## src/rtl/alu_pkg.sv

```systemverilog
// alu_pkg: definitions shared by alu_issue and its alu.
//   ALU_SUB .. ALU_SRA : 3-bit function codes
//   state_t            : issue FSM state encoding
//   is_shift()         : true for the shift codes (srl, sll, sra)
package alu_pkg;

    localparam logic [2:0] ALU_SUB = 3'd0;
    localparam logic [2:0] ALU_ADD = 3'd1;
    localparam logic [2:0] ALU_AND = 3'd2;
    localparam logic [2:0] ALU_OR  = 3'd3;
    localparam logic [2:0] ALU_XOR = 3'd4;
    localparam logic [2:0] ALU_SRL = 3'd5;
    localparam logic [2:0] ALU_SLL = 3'd6;
    localparam logic [2:0] ALU_SRA = 3'd7;

    typedef enum logic [1:0] {
        IDLE = 2'd0,
        EXEC = 2'd1,
        HOLD = 2'd2
    } state_t;

    function automatic logic is_shift(input logic [2:0] f);
        return (f == ALU_SRL) || (f == ALU_SLL) || (f == ALU_SRA);
    endfunction

endpackage

```

## src/rtl/alu.sv

```systemverilog
// alu: purely combinational ALU.
//   a_i, b_i : operands (b_i arrives pre-masked to the shift range for shifts)
//   f_i      : function code (alu_pkg::ALU_*)
//   y_o      : result, add/sub wrap around
//   t_o      : {ltu, lt, eq} for ALU_SUB, zero for every other code
module alu
    import alu_pkg::*;
#(
    parameter int WIDTH = 32
) (
    input  logic [WIDTH-1:0] a_i,
    input  logic [WIDTH-1:0] b_i,
    input  logic [2:0]       f_i,
    output logic [WIDTH-1:0] y_o,
    output logic [2:0]       t_o
);

    always_comb begin
        y_o = '0;
        unique case (f_i)
            ALU_SUB: y_o = a_i - b_i;
            ALU_ADD: y_o = a_i + b_i;
            ALU_AND: y_o = a_i & b_i;
            ALU_OR:  y_o = a_i | b_i;
            ALU_XOR: y_o = a_i ^ b_i;
            ALU_SRL: y_o = a_i >> b_i;
            ALU_SLL: y_o = a_i << b_i;
            ALU_SRA: y_o = $unsigned($signed(a_i) >>> b_i);
            default: y_o = '0;
        endcase
    end

    always_comb begin
        t_o = 3'b000;
        if (f_i == ALU_SUB) begin
            t_o[2] = (a_i < b_i);
            t_o[1] = ($signed(a_i) < $signed(b_i));
            t_o[0] = (a_i == b_i);
        end
    end

endmodule

```

## src/rtl/alu_issue.sv

```systemverilog
// alu_issue: valid/ready wrapper issuing one command at a time to the alu,
// presenting the registered result until the consumer takes it.
//   clk, rst            : clock, async active-high reset
//   in_valid/in_ready   : command handshake
//   in_a, in_b, in_f    : operands and function code
//   in_chain            : use last consumed result as operand a
//   out_valid/out_ready : result handshake
//   out_y, out_t        : registered result and {ltu, lt, eq} flags
//   op_cnt              : number of results consumed (wraps)
// Build option: define ALU_ISSUE_CHAIN_EN to enable the in_chain path;
// without it in_chain is ignored and no chain mux exists.
//
// state | meaning
// IDLE  | empty, ready for a command
// EXEC  | operands registered, alu result captured at the next edge
// HOLD  | result presented, waiting for out_ready
module alu_issue
    import alu_pkg::*;
#(
    parameter int WIDTH = 32,
    parameter int CNT_W = 16
) (
    input  logic             clk,
    input  logic             rst,
    input  logic             in_valid,
    output logic             in_ready,
    input  logic [WIDTH-1:0] in_a,
    input  logic [WIDTH-1:0] in_b,
    input  logic [2:0]       in_f,
    input  logic             in_chain,
    output logic             out_valid,
    input  logic             out_ready,
    output logic [WIDTH-1:0] out_y,
    output logic [2:0]       out_t,
    output logic [CNT_W-1:0] op_cnt
);

    localparam int SHW = (WIDTH > 1) ? $clog2(WIDTH) : 1;

    state_t             state_q;
    logic [WIDTH-1:0]   a_r, b_r;
    logic [2:0]         f_r;
    logic [WIDTH-1:0]   out_y_q;
    logic [2:0]         out_t_q;
    logic               out_valid_q;
    logic [CNT_W-1:0]   op_cnt_q;
    logic [WIDTH-1:0]   last_y_q, last_y_d;
    logic [WIDTH-1:0]   a_d;
    logic [WIDTH-1:0]   b_alu;
    logic [WIDTH-1:0]   alu_y;
    logic [2:0]         alu_t;
    logic               accept, retire;

    assign in_ready = (state_q == IDLE) || ((state_q == HOLD) && out_ready);
    assign accept   = in_valid && in_ready;
    assign retire   = out_valid_q && out_ready;

    // A chained command accepted in the same cycle as a retire must see
    // the result being retired, so chain from the next-state value.
    assign last_y_d = retire ? out_y_q : last_y_q;

`ifdef ALU_ISSUE_CHAIN_EN
    assign a_d = in_chain ? last_y_d : in_a;
`else
    logic unused_chain;
    assign unused_chain = in_chain;
    assign a_d = in_a;
`endif

    // Shift amounts are taken modulo WIDTH by keeping only the low bits.
    always_comb begin
        b_alu = b_r;
        if (is_shift(f_r))
            b_alu = {{(WIDTH-SHW){1'b0}}, b_r[SHW-1:0]};
    end

    alu #(.WIDTH(WIDTH)) u_alu (
        .a_i (a_r),
        .b_i (b_alu),
        .f_i (f_r),
        .y_o (alu_y),
        .t_o (alu_t)
    );

    always_ff @(posedge clk or posedge rst) begin
        if (rst) begin
            state_q     <= IDLE;
            a_r         <= '0;
            b_r         <= '0;
            f_r         <= '0;
            out_y_q     <= '0;
            out_t_q     <= '0;
            out_valid_q <= 1'b0;
            op_cnt_q    <= '0;
            last_y_q    <= '0;
        end else begin
            last_y_q <= last_y_d;
            if (retire)
                op_cnt_q <= op_cnt_q + CNT_W'(1);
            if (accept) begin
                a_r <= a_d;
                b_r <= in_b;
                f_r <= in_f;
            end
            case (state_q)
                IDLE: begin
                    if (accept)
                        state_q <= EXEC;
                end
                EXEC: begin
                    out_y_q     <= alu_y;
                    out_t_q     <= alu_t;
                    out_valid_q <= 1'b1;
                    state_q     <= HOLD;
                end
                HOLD: begin
                    if (out_ready) begin
                        out_valid_q <= 1'b0;
                        state_q     <= in_valid ? EXEC : IDLE;
                    end
                end
                default: begin
                    out_valid_q <= 1'b0;
                    state_q     <= IDLE;
                end
            endcase
        end
    end

    assign out_valid = out_valid_q;
    assign out_y     = out_y_q;
    assign out_t     = out_t_q;
    assign op_cnt    = op_cnt_q;

endmodule

```

## config.mk

```make
export PLATFORM = sky130hd
export DESIGN_NAME = alu_issue
export DESIGN_NICKNAME = d
export VERILOG_FILES = /design/src/rtl/alu_pkg.sv /design/src/rtl/alu.sv /design/src/rtl/alu_issue.sv
export SDC_FILE = /design/constraint.sdc
export NUM_CORES = 1
export LEC_CHECK = 0
export ABC_AREA = 1
export CAP_MARGIN = 10
export CORE_ASPECT_RATIO = 2
export CORE_MARGIN = 2
export CORE_UTILIZATION = 35
export CTS_CLUSTER_DIAMETER = 150
export DETAILED_ROUTE_END_ITERATION = 6
export SKIP_LAST_GASP = 1
export SYNTH_ARGS = -nofsm -noshare
export SYNTH_HDL_FRONTEND = slang
export SYNTH_SLANG_ARGS = --single-unit
```

## constraint.sdc

```tcl
create_clock -name clk -period 5.7 [get_ports clk]
set_input_delay 1.14 -clock clk [delete_from_list [all_inputs] [get_ports clk]]
set_output_delay 1.14 -clock clk [all_outputs]
set_load 0.02 [all_outputs]
```

# Yosys cells after proc, flatten, opt, wreduce, memory -nomap -nowiden
# Cells that the tools add are included.
# word_totals
reg_bits	121
inputBits	72
output_inout_bits	53
# op_classes
eq_ne	12
n_reduce_logical	10
n_lt_le_gt_ge	2
mux	9
bitwise_logic	4
add_sub_neg	3
shifts	3
# ops
operator	n
$pmux W32 S8	1
$lt A32 B32 Y1	2
$add A32 B32 Y32	1
$and A32 B32 Y32	1
$eq A32 B32 Y1	1
$mux W32	1
$or A32 B32 Y32	1
$shl A32 B32 Y32	1
$shr A32 B32 Y32	1
$sshr A32 B32 Y32	1
$sub A32 B32 Y32	1
$xor A32 B32 Y32	1
$add A16 B1 Y16 const B	1
$eq A3 B3 Y1 const B	4
$eq A3 B2 Y1 const B	2
$pmux W2 S3	1
$mux W2	2
$ne A2 B2 Y1 const B	2
$reduce_and A2 Y1	2
$eq A3 B1 Y1 const B	1
$logic_and A1 B1 Y1	3
$logic_not A3 Y1	1
$logic_or A1 B1 Y1	3
$mux W3	1
6 further kinds	7

# Logic depth before layout (Yosys ltp)
# logic_depth
ltp_word	6
ltp_mapped	24
depth_no_buf	21

# Cells and area by module
# A second synthesis with hierarchy kept.
# unflattened
cells_unflattened	2543
hier_area_um2	15117.0
# by_module_without_submodules
module	cells_per_inst	n_inst	area_per_inst_um2	seq_area_each_um2
alu	2035	1	10093.4	0.0
alu_issue	508	1	5023.6	3027.9

# Worst setup path after synthesis
# Ideal clock, no wire load.
# synth_timing
path_kind	register to register
start	register b_r[3]
end	register out_y_q[10] (netlist: out_y[10])
path_stages_with_launch	22
arrival_time_ns	3.419
setup_ns	0.113
period_less_slack_ns	3.532
t_required_ns	5.587
slack_ns	2.168
path_cell_list	dfrtp_1 clkbuf_1 inv_1 clkbuf_1 clkbuf_1 buf_1 ha_1 buf_2 inv_1 o21ai_0 a21boi_0 o21ai_0 a21oi_1 or2_2 nand3_1 nand2_1 inv_1 nand2_1 a21oi_1 nand3b_1 nand2_1 inv_1
# synth_between
elab_chain_cells	3
elab_cells_between_ends	7
# synth_lines
element	line_no	text
from (decl)	alu_issue.sv:41	logic [WIDTH-1:0] a_r, b_r;
from (signal assigned)	alu_issue.sv:102	b_r <= in_b;
$mux W32 *	alu_issue.sv:73	if (is_shift(f_r))
$add A32 B32 Y32, or another cell as far along	alu.sv:22	ALU_ADD: y_o = a_i + b_i;
$pmux W32 S8 *	alu.sv:20	unique case (f_i)
to (signal assigned)	alu_issue.sv:111	out_y_q <= alu_y;
to (decl)	alu_issue.sv:43	logic [WIDTH-1:0] out_y_q;
# Mark *: on every way between the ends. The rest lies on a longest branch, timed or not.
# A chain may end at the register's enable or synchronous reset.

# Worst setup path in the final report
# layout_timing
start	register f_r[0]
end	register out_y_q[11] (netlist: out_y[11])
# layout_between
elab_chain_cells	6
elab_cells_between_ends	20
# layout_lines
element	line_no	text
from (decl)	alu_issue.sv:42	logic [2:0] f_r;
from (signal assigned)	alu_issue.sv:103	f_r <= in_f;
$eq A3 B3 Y1	alu_pkg.sv:23, alu.sv:20	
$logic_or A1 B1 Y1 (2 in series)	alu_pkg.sv:23	return (f == ALU_SRL) || (f == ALU_SLL) || (f == ALU_SRA);
$mux W32	alu_issue.sv:73	
$add A32 B32 Y32, or another cell as far along	alu.sv:22	
$pmux W32 S8 *	alu.sv:20	
# Marked as above.

==> results.md <==
Outcome:
- The run finished with clean final reports.

Placement:
- The placed cell count is 2892.
- In this run the tool buffered the top-level ports with 123 buffer cells.
- The total cell area at the placement stage is 15750 µm².
- Routability-driven placement finished with a final weighted congestion of 1.069.
- The detailed placer's ending HPWL is 50370 µm.

Finish:
- The post-route netlist has 5.973% of its cells at a drive strength greater than 1.
- The library cells used most frequently in the layout, excluding fill and tap cells, are nand2_1 (619), nand3_1 (371), inv_1 (217).
- The commonest non-fill, non-tap cell in the layout is nand2_1.
- The utilization of the core after routing is 40.84%.
- The finished cells cover 16320 µm².
- The total inserted antenna cells is 0.
- The area growth from synthesis to layout is 15.63%.
- At the end of the flow, the number of nets in the layout was 2552.
- The count of placed standard cells in the final layout, fillers left out is 2924.

Critical path:
- The arrival time reported for the critical path endpoint is 4.76 ns.
- The data required time of the critical path is 6.04 ns.
- The setup slack on the worst flop-to-flop path is 1.28 ns.
- In this run the critical register-to-register path is launched from f_r[0]$_DFFE_PP0P_.
- The signal on the critical path passes through o21ai_2 -> buf_4 -> nand2_1 -> ha_1 -> nand2_1 -> o21ai_0 -> a21oi_1 -> o21ai_0 -> xor2_1 -> o21ai_0 -> a21oi_1 -> nand4_1 -> nand2_1 -> inv_1.
- The worst register-to-register path ends at out_y[11]$_DFFE_PP0P_.
- The slowest stage of the critical path is the o21ai_2 cell.
- The highest fanout seen on the critical path is 22.
- The worst register-to-register path has a depth of 14.
- STA classifies the critical path endpoint as a flip-flop.
- The largest single stage delay on the critical path is 0.79 ns.
- The critical path start-end classification is reg -> reg.
- The nature of the critical path startpoint is a flip-flop.

Clocking:
- The maximum buffer depth of the clock tree is 2.
- The clock tree root driver cell is clkbuf_16.
- The deepest level of the CTS H-tree is 4.
- The CTS buffer count is 17.
- TritonCTS built the clock tree.
- The post-CTS setup-driven buffer insertion count is 0.
- The clock net in this run drives a total of 121 sinks.
- The clock reaches the later pin of the worst-skew pair after 0.46 ns.
- The quantity of hold-fixing buffers added after cts is 0.
- Clock-pin slew was measured on the worst setup and hold paths at 0.06 ns.
- After clock tree synthesis, the repair step resized 0 gates.

Global routing:
- The first global-routing pass estimated 97060 µm of wire.
- The number of antenna violations at the first check in global routing was 0.
- The number of global-route vias before repair is 16050.
- The overflow left after global routing is 0.
- The global-route usage over all layers is 30.39%.
- The pin count of the biggest net entering global routing is 73.

STA:
- Setup violations remaining at the end of the flow were counted as 0.
- The setup TNS after final layout is 0 ns.
- The final hold violation count is 0.
- The highest attainable clock frequency is 226.0 MHz.
- The routed design could run at a clock period as short as 4.424 ns.
- The transition time at the pin with the least slew margin is 1.080 ns.
- The total count of max-transition violations in the final report is 0.
- Headroom to the max-slew limit came out at 27.94%.
- The share of the cycle needed by the critical path after routing is 77.62%.
- Setup repair after global routing left no endpoint under its margin.
- Between clock sinks in the finished design, the worst skew comes to 0.01514 ns.

Route:
- Using the TritonRoute via totals, the vias-per-cell ratio works out to 5.731.
- In the final routed layout, each cell accounts on average for 22.10 µm.
- The number of DRC violations after detailed routing is 0.
- For this run, the detailed router's first-pass iteration total came to 6.
- In this run, the number of DRC markers left after iteration 0 of detailed routing was 2087.
- The number of nets with antenna violations after routing is 0.
- After detailed routing, the total wire length is 64610 µm.
- The via count is 16760.

Synthesis:
- In this run the cell area of the synthesized design comes to 14110 µm².
- The number of register bits inferred by synthesis is 121.
- Yosys printed 0 warnings.
- Each instance of the synthesized netlist takes up on average 6.056 µm².
- The netlist uses 52 different library cells.
- The post-synthesis sequential area ratio is 21.46%.
- The post-synthesis net count is 2501.
- The gate count after technology mapping is 2330.

Min path:
- The worst hold path terminates at op_cnt[15]$_DFFE_PP0P_.
- The source of the worst hold timing path is op_cnt[15]$_DFFE_PP0P_.
- The tightest min-delay check is of the reg -> reg type.
- The number of instances on the worst hold path is 1.

Floorplan:
- The overall die width is 146.0 µm.
- The die covers 42030 µm².
- In this run the count of I/O pins placed on the die edge is 125.
- The initial cell density of the core is 35.32%.
- The floorplan step defined a core boundary enclosing 39950 µm².
- Row generation in the floorplan step produced 104 rows.
- In this run the vertical extent of the chip is 288.0 µm.

Pwr:
- The peak supply drop is 0.0002531 V.
- In this run the static leakage power is 7.947 nW.
- The power per standard cell area is 473.4 nW/µm².

Job:
- Across the run, the number of max-cap violations was 0.
==> state kept, by name, indices dropped and copies added, names as in the netlist <==
| name | flops |
|---|---|
| a_r | 32 |
| f_r | 3 |
| b_r | 32 |
| out_t | 3 |
| state_q | 2 |
| out_valid | 1 |
| out_y | 32 |
| op_cnt | 16 |
==> power by group <==
| group | leakage [nW] | internal [W] | total (W) | switching, W |
|---|---|---|---|---|
| registers | 1.48 | 0.00112 | 0.00137 | 0.000255 |
| logic | 6.20 | 0.00162 | 0.00528 | 0.00366 |
| clock network | 0.266 | 0.000612 | 0.00107 | 0.000460 |
==> how the worst max path moves through the flow <==
| stage | to | from | cells after the start | slack (ns) |
|---|---|---|---|---|
| after floorplan | a_r[0]$_DFFE_PP0P_ | rst | 1 | 1.35 |
| after detailed placement | out_y[23]$_DFFE_PP0P_ | f_r[0]$_DFFE_PP0P_ | 13 | 1.36 |
| final | out_y[11]$_DFFE_PP0P_ | f_r[0]$_DFFE_PP0P_ | 14 | 1.28 |
| after CTS | out_y[23]$_DFFE_PP0P_ | f_r[0]$_DFFE_PP0P_ | 13 | 1.35 |
| after global routing | out_y[11]$_DFFE_PP0P_ | f_r[0]$_DFFE_PP0P_ | 14 | 0.91 |
| after global placement | out_y[23]$_DFFE_PP0P_ | f_r[0]$_DFFE_PP0P_ | 13 | 1.43 |
==> cells in the mapped netlist, drive strengths merged <==
master   count  share of area [%]
nor4         6               0.27
clkbuf      89                2.4
or2         23                1.0
fa           2               0.28
a21o         8               0.43
nor3b        2               0.11
ha          97                8.6
nand3b       7               0.37
clkinv       8               0.21
o31ai        3               0.16
a21oi      154                5.5
o221ai       3               0.19
nand2      623                 17
o21ai      196                7.5
o21bai       5               0.27
a32oi        1              0.062
a221oi       6               0.37
o22ai       18               0.80
a22oi        1              0.053
xnor2        7               0.43
o2111ai      4               0.25
buf         39                1.5
a32o         1              0.071
a31oi        6               0.27
a2111oi      3               0.19
and2         2              0.089
o21a         6               0.32
dfrtp      121                 21
o211ai      10               0.53
a211oi      10               0.53
xor2        21                1.3
and3         1              0.044
nor3        24               0.89
nor2       170                4.9
a21boi       3               0.16
nand3      376                 14
nand4       49                2.3
inv        225                6.0
==> per-layer routing <==
layer / wire length, µm / global-route usage (%) / vias up
li1: - / - / 7897
met1: 24690 / 37.05 / 7713
met2: 29960 / 49.78 / 937
met3: 5275 / 4.628 / 209
met4: 4693 / 19.76 / 0
met5: 0 / 0.2326 / -
==> stage by stage <==
step / total power, W / setup slack [ns] / hold WS, ns
after floorplan: 0.004695 / 1.346 / 0.4492
after global placement: 0.006464 / 1.429 / 0.4607
after detailed placement: 0.006491 / 1.362 / 0.4655
after CTS: 0.007590 / 1.350 / 0.4795
after global routing: 0.008280 / 0.9141 / 0.4924
final: 0.007723 / 1.276 / 0.4705
==> critical path, delay by kind of cell, from the launching register on <==
family | cells | cell delay [ns]
AOI/OAI and AO/OA | 6 | 2.35
and+or+nand+nor | 4 | 0.52
adders and majority gates | 1 | 0.52
DFF | 1 | 0.44
buffers and inverters | 2 | 0.33
xor gates and xnor gates | 1 | 0.15
==> area by class of cell <==
type                       instances  area [µm²]
clock buffer                      19       442.9
fill                            4465       23630
tap                              530       663.1
timing repair buffer             160        1509
multi-input combinational       1848        9673
sequential                       121        3032
inverter                         233       877.1
clock inverter                    13       118.9
==> logic make-up (layout without fill, tap and decap cells) <==
family                   after synthesis  after routing  share of synthesized area (%)
AO/OA/AOI/OAI                        438            438                          17.61
XOR/XNOR                              28             28                          1.738
adder cells (fa/ha/maj)               99             99                          8.885
buffers and inverters                361            425                          10.11
flip-flops                           121            121                          21.46
AND/OR/NAND/NOR                     1283           1283                          40.20
Power figures use the tool's default switching activity.
